**config.mk**
```make
export PLATFORM = sky130hd
export DESIGN_NAME = mem_arbiter
export DESIGN_NICKNAME = d
export VERILOG_FILES = /design/src/rtl/mem_arbiter.sv
export SDC_FILE = /design/constraint.sdc
export NUM_CORES = 1
export LEC_CHECK = 0
export CORE_MARGIN = 3
export CORE_UTILIZATION = 30
export DETAILED_ROUTE_END_ITERATION = 6
export GPL_ROUTABILITY_DRIVEN = 0
export HOLD_SLACK_MARGIN = 0.08
export SYNTH_ARGS = -nofsm -noshare
export SYNTH_HDL_FRONTEND = slang
export SYNTH_SLANG_ARGS = --single-unit
```
**constraint.sdc**
```tcl
create_clock -name clk -period 9.4 [get_ports clk]
set_clock_uncertainty 0.15 [all_clocks]
set_input_delay 1.88 -clock clk [delete_from_list [all_inputs] [get_ports clk]]
set_output_delay 1.88 -clock clk [all_outputs]
set_load 0.02 [all_outputs]
```
**src/rtl/mem_arbiter.sv**
```systemverilog
// Single-port memory arbiter: a store buffer, a load port and a fetch port share one
// memory interface with exactly one transaction outstanding at a time.
module mem_arbiter #(
  parameter int unsigned SB_DEPTH = 4
) (
  input  logic        clk,
  input  logic        reset,
  input  logic [31:0] fetch_addr,
  input  logic        fetch_addr_en,
  output logic [31:0] fetch_inst,
  output logic        fetch_inst_valid,
  output logic        fetch_access_fault,
  input  logic [31:0] load_addr,
  input  logic        load_addr_valid,
  input  logic [1:0]  load_size,
  output logic [31:0] load_data,
  output logic        load_data_valid,
  output logic        load_access_fault,
  input  logic [31:0] store_addr,
  input  logic [31:0] store_val,
  input  logic [1:0]  store_size,
  input  logic        store_valid,
  output logic        store_full,
  output logic        store_fault,
  output logic [31:0] mem_addr,
  output logic [31:0] mem_wdata,
  output logic [1:0]  mem_size,
  output logic        mem_we,
  output logic        mem_req,
  input  logic        mem_ready,
  input  logic [31:0] mem_rdata,
  input  logic        mem_rvalid,
  input  logic        mem_fault
);

  localparam int unsigned PtrW = $clog2(SB_DEPTH);
  localparam int unsigned CntW = PtrW + 1;

  typedef enum logic [1:0] {StIdle, StReq, StResp} state_e;
  typedef enum logic [1:0] {GntNone, GntFetch, GntLoad, GntStore} gnt_e;

  state_e r_state;
  gnt_e   r_gnt;
  gnt_e   w_gnt;
  logic   r_fetch_pri;

  logic [31:0]     r_sb_addr [SB_DEPTH];
  logic [31:0]     r_sb_val  [SB_DEPTH];
  logic [1:0]      r_sb_size [SB_DEPTH];
  logic [PtrW-1:0] r_wr_ptr;
  logic [PtrW-1:0] r_rd_ptr;
  logic [CntW-1:0] r_count;

  logic w_push, w_pop, w_sb_ne, w_fetch_ok, w_load_ok;

  assign store_full = (r_count == CntW'(SB_DEPTH));
  assign w_sb_ne    = (r_count != '0);
  assign w_push     = store_valid && !store_full;
  assign w_pop      = (r_state == StResp) && mem_rvalid && (r_gnt == GntStore);

  // A requester whose response is being pulsed this cycle must not be granted again.
  assign w_fetch_ok = fetch_addr_en && !(fetch_inst_valid || fetch_access_fault);
  assign w_load_ok  = load_addr_valid && !(load_data_valid || load_access_fault) && !w_sb_ne;

  always_comb begin
    w_gnt = GntNone;
    if (r_fetch_pri && w_fetch_ok) w_gnt = GntFetch;
    else if (w_sb_ne)              w_gnt = GntStore;
    else if (w_load_ok)            w_gnt = GntLoad;
    else if (w_fetch_ok)           w_gnt = GntFetch;
  end

  always_ff @(posedge clk) begin
    if (w_push) begin
      r_sb_addr[r_wr_ptr] <= store_addr;
      r_sb_val[r_wr_ptr]  <= store_val;
      r_sb_size[r_wr_ptr] <= store_size;
    end
  end

  always_ff @(posedge clk or negedge reset) begin
    if (!reset) begin
      r_wr_ptr <= '0;
      r_rd_ptr <= '0;
      r_count  <= '0;
    end else begin
      if (w_push) r_wr_ptr <= r_wr_ptr + PtrW'(1);
      if (w_pop)  r_rd_ptr <= r_rd_ptr + PtrW'(1);
      r_count <= r_count + CntW'(w_push) - CntW'(w_pop);
    end
  end

  always_ff @(posedge clk or negedge reset) begin
    if (!reset) begin
      r_state            <= StIdle;
      r_gnt              <= GntNone;
      r_fetch_pri        <= 1'b0;
      mem_addr           <= '0;
      mem_wdata          <= '0;
      mem_size           <= '0;
      mem_we             <= 1'b0;
      mem_req            <= 1'b0;
      fetch_inst         <= '0;
      fetch_inst_valid   <= 1'b0;
      fetch_access_fault <= 1'b0;
      load_data          <= '0;
      load_data_valid    <= 1'b0;
      load_access_fault  <= 1'b0;
      store_fault        <= 1'b0;
    end else begin
      fetch_inst_valid   <= 1'b0;
      fetch_access_fault <= 1'b0;
      load_data_valid    <= 1'b0;
      load_access_fault  <= 1'b0;
      store_fault        <= 1'b0;
      unique case (r_state)
        StIdle: begin
          if (w_gnt != GntNone) begin
            r_gnt       <= w_gnt;
            r_state     <= StReq;
            mem_req     <= 1'b1;
            r_fetch_pri <= (w_gnt != GntFetch);
            case (w_gnt)
              GntStore: begin
                mem_addr  <= r_sb_addr[r_rd_ptr];
                mem_wdata <= r_sb_val[r_rd_ptr];
                mem_size  <= r_sb_size[r_rd_ptr];
                mem_we    <= 1'b1;
              end
              GntLoad: begin
                mem_addr  <= load_addr;
                mem_wdata <= '0;
                mem_size  <= load_size;
                mem_we    <= 1'b0;
              end
              default: begin
                mem_addr  <= fetch_addr;
                mem_wdata <= '0;
                mem_size  <= 2'b10;
                mem_we    <= 1'b0;
              end
            endcase
          end
        end
        StReq: begin
          if (mem_ready) begin
            mem_req <= 1'b0;
            r_state <= StResp;
          end
        end
        StResp: begin
          if (mem_rvalid) begin
            r_state <= StIdle;
            mem_we  <= 1'b0;
            // Responses to a withdrawn or redirected request are dropped silently.
            case (r_gnt)
              GntFetch: begin
                if (fetch_addr_en && fetch_addr == mem_addr) begin
                  fetch_inst_valid   <= !mem_fault;
                  fetch_access_fault <= mem_fault;
                  if (!mem_fault) fetch_inst <= mem_rdata;
                end
              end
              GntLoad: begin
                if (load_addr_valid && load_addr == mem_addr) begin
                  load_data_valid   <= !mem_fault;
                  load_access_fault <= mem_fault;
                  if (!mem_fault) load_data <= mem_rdata;
                end
              end
              GntStore: store_fault <= mem_fault;
              default:  ;
            endcase
          end
        end
        default: r_state <= StIdle;
      endcase
    end
  end

endmodule

```
== Word-level counts from Yosys, hierarchy flattened ==
Memory sizes are Yosys's and may differ from the RTL's.
Index checks and enable logic that the tools add are counted.

* Register bits after elaboration: 149
* Word-level logic and storage cells: 106
* RAM bits: 264
* Input port bits: 172
* Memories kept: 3
* Memory bits (read-only): 0
* Latch bits: 0

{| class="wikitable"
|+ Memories
! memory !! words !! bits a word !! read ports !! clocked after memory_dff !! wr ports !! RTL line !! text
|-
| r_sb_addr || 4 || 32 || 1 || 0 || 1 || 47 || <nowiki>logic [31:0] r_sb_addr [SB_DEPTH];</nowiki>
|-
| r_sb_val || 4 || 32 || 1 || 0 || 1 || 48 || <nowiki>logic [31:0] r_sb_val [SB_DEPTH];</nowiki>
|-
| r_sb_size || 4 || 2 || 1 || 0 || 1 || 49 || <nowiki>logic [1:0] r_sb_size [SB_DEPTH];</nowiki>
|}

* Shifts and indexed selects: 0
* Bitwise logic cells: 1
* Equal/unequal tests: 14
* Magnitude comparators: 0
* Divide/modulo/power cells: 0
* Reductions and logical operators: 27
* Add/sub/neg operators: 4
* Multipliers: 0
* Muxes and demuxes: 39

{| class="wikitable"
|+ Operators by type and width
! cell !! count
|-
| equality test 32 bit || 2
|-
| case mux 32 bit (2 select lines) || 1
|-
| two-way mux 32 bit || 1
|-
| two-way mux 1 bit || 27
|-
| two-way mux 2 bit || 6
|-
| equality test 2 bit (second input constant) || 5
|-
| AND reduction 5 bit || 2
|-
| logical AND 1 bit || 9
|-
| AND reduction 3 bit || 3
|-
| != test 2 bit (second input constant) || 3
|-
| case mux 2 bit (3 select lines) || 1
|-
| nonzero test 2 bit || 3
|-
| zero test 1 bit || 5
|-
| adder 2 x 1 -> 2 bit (second input constant) || 2
|-
| equality test 2 x 1 -> 1 bit (second input constant) || 2
|-
| case mux 1 bit (2 select lines) || 2
|-
| case mux 2 bit (2 select lines) || 1
|-
| adder 3 x 1 -> 3 bit || 1
|-
| equality test 3 bit (second input constant) || 1
|-
| nonzero test 3 bit || 1
|-
| subtractor 3 x 1 -> 3 bit || 1
|-
| zero test 2 bit || 1
|-
| logical OR 1 bit || 2
|-
| != test 2 x 1 -> 1 bit (second input constant) || 1
|-
| other kinds (2) || 2
|}

== Depth between registers and ports, before layout ==
Gate-level depths: netlist of the first run.

* Word-level depth: 11
* Depth in mapped cells: 10
* Depth with buffers taken out: 9

== Worst setup path after synthesis of the first run ==
Ideal clock, no wire load.

* Path kind: input-to-reg
* From: in store_valid
* To: mem r_sb_addr[0][0] (enable)
* Data arrival time: 3,801 ps
* Setup time: 431 ps
* Slack: 5,018 ps
* Path buffers: 1
* Cell stages on the path: 3
* Cells stage by stage: nor2b_1 > clkbuf_1 > and2_1

* Word-level cells in the longest chain between the ends: 3

{| class="wikitable"
|+ RTL lines
! item !! RTL line !! text
|-
| start: declaration || 22 || <nowiki>input logic store_valid,</nowiki>
|-
| logical AND 1 bit || 58 || <nowiki>assign w_push = store_valid && !store_full;</nowiki>
|-
| two-way mux 1 bit || 74 || <nowiki>if (w_push) begin</nowiki>
|-
| two-way mux 1 bit (implied by the code) || 75 || <nowiki>r_sb_addr[r_wr_ptr] <= store_addr;</nowiki>
|-
| end: declaration || 47 ||
|}

No other way between the ends.

== Final worst setup path of the first run ==
* From: in load_addr[31]
* To: reg load_data[7]

* Word-level cells in the longest chain between the ends: 3

{| class="wikitable"
|+ RTL lines
! item !! RTL line !! text
|-
| start: declaration || 13 || <nowiki>input logic [31:0] load_addr,</nowiki>
|-
| equality test 32 bit || 165 || <nowiki>if (load_addr_valid && load_addr == mem_addr) begin</nowiki>
|-
| logical AND 1 bit || 165 ||
|-
| AND reduction 5 bit (no source line) || -- ||
|-
| end signal: assignment || 168 || <nowiki>if (!mem_fault) load_data <= mem_rdata;</nowiki>
|-
| end: declaration || 16 || <nowiki>output logic [31:0] load_data,</nowiki>
|}

No other way between the ends.
A chain may end at the register's enable or synchronous reset.

==> flow_metrics.tcl, run 1 <==
set metrics [dict create \
    cts_buffers 48 \
    yosys.cell_types.count 55 \
    p_total_mw 6.65 \
    ys.flop_type "sky130_fd_sc_hd__edfxtp_1" \
    clock-sinks 413 \
    detailedPlacementHpwl_um 32300 \
    multi_input_comb_area_um2 4740 \
    synth_area_leaders "sky130_fd_sc_hd__edfxtp_1, sky130_fd_sc_hd__dfrtp_1, sky130_fd_sc_hd__mux4_2, sky130_fd_sc_hd__mux2_4, sky130_fd_sc_hd__xnor2_1" \
    detailedRoute.firstIterationViolations 797 \
    layout.cells.non_filler 2030 \
    port_buffers 309 \
    initial_utilization 0.307 \
    mappedNetlistNets 1105 \
    nets 1426 \
    drt-vias-per-instance 4.86 \
    grt_use_met3 0.0414 \
    antenna_violations_before_repair 11 \
    seq_area_um2 11700 \
    gr-usage-met2 0.265 \
    core_area_um2 54500 \
    dieArea_um2 58500 \
    grt_first_pass_wirelength_um 71400 \
    htree_levels 2 \
    cts_setup_buffers 0 \
    synth_area_leader_cell "sky130_fd_sc_hd__edfxtp_1" \
    run_status "completed" \
    period_needed_ns 4.54 \
    worstSetupStartpointType "primary input" \
    layout-drive-gt1-share 0.176 \
    synth-async-reset-ratio 0.361 \
    cts_tree "built" \
    synthMostInstantiatedCell "sky130_fd_sc_hd__edfxtp_1" \
    hold_buffers 0 \
    holdWs_ns 0.337 \
    setup_slack_of_the_worst_register_to_register_path_ns 6.19 \
    synth_seq_cells 413 \
    drt_pre_antenna_iters 6 \
    critical_path.max_fanout 33 \
    final_max_slew_viol_count 0 \
    cts.repair.resized 0 \
    hold_viol 0 \
    grtUsageMet1 0.214 \
    die_extent_in_y_um 242 \
    io-pin-count 310 \
    final_core_utilization 0.407 \
    grt_busiest_layer "met2" \
    ys_top_cells_by_count "sky130_fd_sc_hd__edfxtp_1, sky130_fd_sc_hd__dfrtp_1, sky130_fd_sc_hd__mux4_2" \
    final.period_utilization 0.483 \
    cts-root-buf "sky130_fd_sc_hd__clkbuf_16" \
    vdd_drop_max_mv 0.173 \
    tightest_slew_ns 1.26 \
    cap_viol_max_count 0 \
    synth-edff-count 264 \
    clock_tree.buffer_depth 3 \
    drt-wirelength-per-cell_um 23.6 \
    clk_latency_ns 0.59 \
    synth_warnings 0 \
    synthCells 926 \
    cp_data_arrival_time_ns 4.85 \
    place.detailed.instances 1936 \
    vias_in_the_first_global_route 10380 \
    worstHoldPathType "reg -> reg" \
    worst_ep_required_time_ns 9.70 \
    ant_nets 0 \
    cts.clk_slew.worst_paths_ns 0.05 \
    route.vias.total 9868 \
    die_w_um 242 \
    grt_max_degree 94 \
    achievable_clock_frequency_mhz 220 \
    grtUsageTotal 0.163 \
    synth_largest_type_area_fraction 0.475 \
    summed_negative_setup_slack_over_all_endpoints_ns 0 \
    grt_setup_unrepaired "no" \
    slew_headroom 0.157 \
    final.fill_count 5061 \
    syn_avg_cell_area_um2 18.0 \
    synthToLayoutAreaGrowth_pct 32.7 \
    setup_violations 0 \
    finalWirelength_um 47900 \
    power.static_leakage_nw 8.14 \
    global_route.overflow_total 0 \
    category_of_the_critical_setup_timing_path "in -> reg" \
    drc_errors 0 \
    critical_path_end_type "flip-flop" \
    synth-seq-area-share 0.698 \
    power-per-cell-area_nw_per_um2 300 \
    cell_area_after_synthesis_um2 16700 \
    placementRows 85 \
]
## cell usage in the layout, fill, tap and decap left out, drive strengths merged, types with 2 or more instances in the layout
cell	instances
ha	6
mux2	64
nor2	19
o22ai	17
o21ai	19
nor2b	6
xor2	14
nor3	3
diode	4
and2	5
nor4	11
a21o	18
nand4	14
nand2	18
inv	17
clkbuf	63
buf	11
and3	2
clkdlybuf4s50	308
dfrtp	149
mux4	66
nand3	6
a21oi	36
xnor2	52
nor3b	3
a222oi	17
edfxtp	264
bufinv	6
clkinv	17
a22o	32
nand2b	8
## flip-flops by register name, indices dropped and copies added, names as in the netlist
name and cells:
mem_req 1, store_fault 1, fetch_inst_valid 1, load_access_fault 1, fetch_inst 32, mem_we 1
r_state 2, r_sb_addr 128, r_wr_ptr 2, mem_size 2, load_data_valid 1, mem_wdata 32
fetch_access_fault 1, mem_addr 32, r_gnt 2, r_sb_val 128, r_fetch_pri 1, r_rd_ptr 2
r_sb_size 8, load_data 32, r_count 3
## cell type report
cell class | instances | area share
clock inverter | 27 | 0.0147
antenna | 4 | 0.000452
clock buffer | 63 | 0.0577
timing repair buffer | 319 | 0.143
sequential | 413 | 0.526
inverter | 13 | 0.00220
multi-input combinational | 452 | 0.214
tap | 739 | 0.0417
## final timing paths
check                              start  cells after the start        endpoint
min reg2reg                      mem_req                      1         mem_req
max in group asynchronous          reset                      2     r_rd_ptr[1]
max reg2reg                 mem_addr[24]                      5    load_data[7]
min in group asynchronous          reset                      1  fetch_inst[10]
min                              mem_req                      1         mem_req
max                        load_addr[31]                      6    load_data[7]
## cell families (layout without fill, tap and decap cells)
kind of cell / Yosys count / after routing / share of synthesized area
DFF: 413 / 413 / 0.698
AOI/OAI and AO/OA: 147 / 147 / 0.0630
muxes: 130 / 130 / 0.143
and+or+nand+nor: 102 / 102 / 0.0352
xor gates and xnor gates: 66 / 66 / 0.0346
buffers and inverters: 61 / 422 / 0.0199
adders and majority gates: 7 / 7 / 0.00570
other: 0 / 4 / 0
## critical path, cell delays in order
cell and delay (ns):
sky130_fd_sc_hd__clkdlybuf4s50_1 0.46, sky130_fd_sc_hd__xnor2_1 0.24, sky130_fd_sc_hd__nand4_1 0.11, sky130_fd_sc_hd__nor4_1 0.63
sky130_fd_sc_hd__nand4b_4 0.90, sky130_fd_sc_hd__mux2_4 0.58
## power breakdown
| group | internal [mW] | switching [mW] | leakage (nW) | total (mW) |
|---|---|---|---|---|
| logic | 0.955 | 1.17 | 3.02 | 2.13 |
| registers | 2.36 | 0.273 | 4.34 | 2.64 |
| clock network | 1.13 | 0.758 | 0.783 | 1.89 |
## layer usage
metal  part of all wire  up-vias
met5             0.0011        -
met4              0.025       10
met3              0.069       86
met2               0.48      346
met1               0.43     5112
li1                   -     4314
## stage by stage
step                      setup slack (ns)  instance area [um^2]
after global placement                4.22                 20500
after detailed placement              4.23                 20500
after global routing                  4.67                 22200
after floorplan                       5.02                 16700
after CTS                             4.86                 22100
final                                 4.86                 22200
(Power assumes the default switching activity.)
==> inputs of run 2 (changes only) <==
==> constraint.sdc (replaced) <==
create_clock -name clk -period 3.66 [get_ports clk]
set_clock_uncertainty 0.15 [all_clocks]
set_input_delay 0.732 -clock clk [delete_from_list [all_inputs] [get_ports clk]]
set_output_delay 0.732 -clock clk [all_outputs]
set_load 0.02 [all_outputs]
==> flow_metrics.tcl, run 2 (same netlist as run 1, synthesis figures left out) <==
set metrics [dict create \
    critical_path_end_type "output port" \
    failing_checks "DRC" \
    ant_nets 0 \
    synthToLayoutAreaGrowth_pct 33.7 \
    worstSetupStartpointType "flip-flop" \
    layout_commonest_cell "sky130_fd_sc_hd__clkdlybuf4s50_1" \
    detailedRoute.firstIterationViolations 682 \
    crit_buf_inv 1 \
    worst_ep_required_time_ns 2.78 \
    achievable_clock_frequency_mhz 350 \
    port_buffers 309 \
    cts.clk_slew.worst_paths_ns 0.06 \
    most-common-layout-cells "sky130_fd_sc_hd__clkdlybuf4s50_1, sky130_fd_sc_hd__edfxtp_1, sky130_fd_sc_hd__dfrtp_1" \
    slowest_stage_delay_cp_ns 0.69 \
    drt_pre_antenna_iters 7 \
    nets 1444 \
    global_route.overflow_total 0 \
    setup_slack_of_the_worst_register_to_register_path_ns 1.13 \
    final_core_utilization 0.410 \
    core_area_um2 54500 \
    slew_headroom 0.388 \
    worst_path_dominant_cell_family "buffers and inverters" \
    critical_path.max_fanout 5 \
    period_needed_ns 2.86 \
    p_total_mw 17.0 \
    holdWs_ns 0.0790 \
    grt_first_pass_wirelength_um 71000 \
    finalWirelength_um 47500 \
    hold_viol 0 \
    drt-vias-per-instance 4.87 \
    detailedPlacementHpwl_um 32300 \
    run_status "finished, violations left" \
    setup_violations 0 \
    io-pin-count 310 \
    power-per-cell-area_nw_per_um2 762 \
    multi_input_comb_area_um2 4740 \
    power.static_leakage_nw 8.24 \
    final.period_utilization 0.781 \
    cts_setup_buffers 0 \
    antenna_violations_before_repair 10 \
    seq_area_um2 11700 \
    route.vias.total 9972 \
    dieArea_um2 58500 \
    cts_tree "built" \
    cts-root-buf "sky130_fd_sc_hd__clkbuf_16" \
    cap_viol_max_count 0 \
    grtUsageTotal 0.161 \
    placementRows 85 \
    category_of_the_critical_setup_timing_path "reg -> out" \
    grt_max_degree 73 \
    vias_in_the_first_global_route 10513 \
    worstHoldPathType "in -> async" \
    summed_negative_setup_slack_over_all_endpoints_ns 0 \
    cts.repair.resized 0 \
    final_max_slew_viol_count 0 \
    cts_buffers 47 \
    clk_latency_ns 0.57 \
    tightest_slew_ns 0.919 \
    non_filler_cell_area_final_um2 22300 \
    cp_data_arrival_time_ns 1.98 \
    critical-path-slowest-cell "sky130_fd_sc_hd__clkdlybuf4s50_1" \
    htree_levels 2 \
    post_dp_cell_area_um2 20800 \
    clock-sinks 413 \
    top_regs "r_sb_addr (128), r_sb_val (128)" \
    critical_path.cell_chain "nor3b_1 > clkdlybuf4s50_1" \
    die_extent_in_y_um 242 \
    drc_errors 8 \
    drt-wirelength-per-cell_um 23.2 \
    initial_utilization 0.307 \
    layout-drive-gt1-share 0.190 \
    final.fill_count 4999 \
    hold_buffers 0 \
    clock_tree.buffer_depth 3 \
    grt_setup_unrepaired "no" \
    vdd_drop_max_mv 0.592 \
    die_w_um 242 \
]
==> run 2: changes by cell type in the layout (fill, tap and decap cells not counted), sizes merged <==
cell	before	now
buf	11	30
bufinv	6	3
clkbuf	63	61
clkinv	17	21
diode	4	6
inv	17	15
==> run 2: area by class of cell <==
class,instances,share of cell area
multi-input combinational,452,0.212
antenna,6,0.000673
inverter,13,0.00219
clock inverter,26,0.00975
clock buffer,61,0.0582
timing repair buffer,338,0.153
tap,739,0.0414
sequential,413,0.523
==> run 2: worst register-to-register path: stages, from the launching register on <==
cell and delay (ns):
sky130_fd_sc_hd__dfrtp_1 0.42, sky130_fd_sc_hd__xnor2_1 0.38, sky130_fd_sc_hd__nand4_1 0.22, sky130_fd_sc_hd__nor4_1 0.29
sky130_fd_sc_hd__and4_2 0.29, sky130_fd_sc_hd__buf_12 0.23, sky130_fd_sc_hd__mux2_2 0.43
==> run 2: final timing paths <==
kind	start	end	cells after the start
worst min-delay path	reset	fetch_inst[9]	1
max in group asynchronous	reset	r_gnt[0]	2
worst min register to register	fetch_inst[8]	fetch_inst[8]	1
min in group clk	fetch_inst[8]	fetch_inst[8]	1
worst max-delay path	r_count[1]	store_full	2
worst max register to register	mem_addr[25]	fetch_inst[6]	6
==> run 2: through the flow <==
step / setup slack (ns) / cells
global route: 0.698 / 2048
floorplan: 0.426 / 926
finish: 0.800 / 2048
detailed placement: 0.369 / 1955
global placement: 0.355 / 1955
CTS: 0.735 / 2042
==> run 2: per-layer routing <==
layer  track usage  up-vias  routed length [um]
met2         0.259      370               22800
met1         0.212     5169               20300
met5             0        -                  61
met4        0.0541        8                1140
met3        0.0403       77                3250
li1              -     4348                   -
==> run 2: where the power goes <==
| group | internal, mW | total (mW) | switching [mW] |
|---|---|---|---|
| registers | 6.06 | 6.82 | 0.758 |
| clock network | 2.72 | 4.59 | 1.87 |
| logic | 2.59 | 5.59 | 3.00 |
==> inputs of run 3 (changes only) <==
==> constraint.sdc (replaced) <==
create_clock -name clk -period 2.5 [get_ports clk]
set_clock_uncertainty 0.15 [all_clocks]
set_input_delay 0.5 -clock clk [delete_from_list [all_inputs] [get_ports clk]]
set_output_delay 0.5 -clock clk [all_outputs]
set_load 0.02 [all_outputs]
==> flow_metrics.tcl, run 3 (same netlist as run 1, synthesis figures left out) <==
set metrics [dict create \
    run_status "completed" \
    setup_violations 0 \
    vdd_drop_max_mv 0.931 \
    htree_levels 2 \
    dieArea_um2 58500 \
    achievable_clock_frequency_mhz 407 \
    combPwrFrac 0.362 \
    layout.cells.non_filler 2123 \
    vias_in_the_first_global_route 10738 \
    layout_commonest_cell "sky130_fd_sc_hd__clkdlybuf4s50_1" \
    worstHoldPathType "in -> async" \
    place.detailed.instances 2032 \
    most-common-layout-cells "sky130_fd_sc_hd__clkdlybuf4s50_1, sky130_fd_sc_hd__edfxtp_1, sky130_fd_sc_hd__dfrtp_1" \
    cts_buffers 46 \
    category_of_the_critical_setup_timing_path "in -> reg" \
    drt-wirelength-per-cell_um 23.0 \
    critical_path.max_fanout 16 \
    cts-root-buf "sky130_fd_sc_hd__clkbuf_16" \
    die_extent_in_y_um 242 \
    cap_viol_max_count 0 \
    grt_max_degree 54 \
    critical_path_end_type "flip-flop" \
    worstSetupStartpointType "primary input" \
    multi_input_comb_area_um2 4760 \
    top_regs "r_sb_addr (128), r_sb_val (128)" \
    r2r-start "mem_addr[27]" \
    power.clock.fraction 0.268 \
    post_dp_cell_area_um2 21600 \
    final.period_utilization 0.983 \
    finalWirelength_um 48700 \
    io-pin-count 310 \
    final.fill_count 4925 \
    detailedRoute.firstIterationViolations 799 \
    initial_utilization 0.307 \
    grtUsageTotal 0.164 \
    grt_setup_unrepaired "no" \
    swShare 0.323 \
    grt_first_pass_wirelength_um 71600 \
    final_core_utilization 0.426 \
    final_max_slew_viol_count 0 \
    worst_ep_required_time_ns 2.77 \
    period_needed_ns 2.46 \
    critical_path_origin "fetch_addr[20]" \
    p_sw_mw 8.44 \
    cell_internal_pwr_mw 17.7 \
    setup_slack_of_the_worst_register_to_register_path_ns 0.10 \
    power.sequential.fraction 0.370 \
    non_filler_cell_area_final_um2 23200 \
    cts.clk_slew.worst_paths_ns 0.06 \
    cts_tree "built" \
    placementRows 85 \
    cp_data_arrival_time_ns 2.73 \
    power-per-cell-area_nw_per_um2 1130 \
    die_w_um 242 \
    tightest_slew_ns 0.641 \
    clk_latency_ns 0.57 \
    seq_area_um2 11700 \
    drt_pre_antenna_iters 5 \
    route.vias.total 10280 \
    clock-sinks 413 \
    port_buffers 309 \
    clock_tree.buffer_depth 3 \
    core_area_um2 54500 \
    slew_headroom 0.573 \
    antenna_violations_before_repair 6 \
    nets 1522 \
    drc_errors 0 \
    layout-drive-gt1-share 0.238 \
    ant_nets 0 \
    p_total_mw 26.2 \
    hold_viol 0 \
    power.static_leakage_nw 8.72 \
    synthToLayoutAreaGrowth_pct 39.0 \
    drt-vias-per-instance 4.84 \
    detailedPlacementHpwl_um 34000 \
    global_route.overflow_total 0 \
]
## run 3: per-layer routing
metal / vias up / global-route usage / wire length [um]
met4: 6 / 0.0472 / 1090
li1: 4502 / - / -
met3: 68 / 0.0415 / 3460
met1: 5303 / 0.220 / 20800
met2: 401 / 0.263 / 23400
met5: - / 0 / 37
## run 3: critical path: stages
cell,delay (ns)
sky130_fd_sc_hd__clkdlybuf4s50_1,0.50
sky130_fd_sc_hd__xnor2_1,0.32
sky130_fd_sc_hd__nand4_1,0.22
sky130_fd_sc_hd__nor4_2,0.30
sky130_fd_sc_hd__and4_4,0.33
sky130_fd_sc_hd__buf_12,0.19
sky130_fd_sc_hd__mux2_1,0.35
## run 3: power groups by stage
stage	sequential (mW)	clock [mW]	combinational [mW]
finish	9.67	7.01	9.47
global route	9.83	7.51	10.1
CTS	9.69	7.22	9.63
detailed placement	9.81	0	9.59
global placement	9.74	0	9.50
floorplan	10.2	0	4.46
## run 3: final timing paths
| check | endpoint | cells past startpoint |
|---|---|---|
| setup / recovery | fetch_inst[1] | 7 |
| hold / removal | load_data[31] | 2 |
| setup reg to reg | load_data[9] | 6 |
| hold reg to reg | fetch_inst[0] | 1 |
| max in group asynchronous | load_data[12] | 3 |
| min in group clk | fetch_inst[0] | 1 |
## run 3: final cells by class
cell class                      count  area share
Sequential cell                   413       0.503
Tap cell                          739      0.0399
Clock buffer                       58      0.0538
Inverter                           13     0.00210
Antenna cell                        5    0.000539
Clock inverter                     26      0.0141
Timing Repair Buffer              417       0.182
Multi-Input combinational cell    452       0.205
## run 3: per-stage QoR
step	worst slack (ns)	hold slack, ns	TNS, ns
CTS	0.0120	0.336	0
global placement	-0.570	0.318	-33.66
finish	0.0415	0.333	0
floorplan	0.0434	0.0544	0
detailed placement	-0.568	0.332	-33.78
global route	0.00112	0.366	0
## run 3: timing repair
action,in CTS,in global routing
resized for setup,1,6
hold buffers,1,0
endpoints found under the setup margin,1,35
setup buffers,0,0
pin swaps,0,0
gates cloned,0,1
hold endpoints to repair,48,0
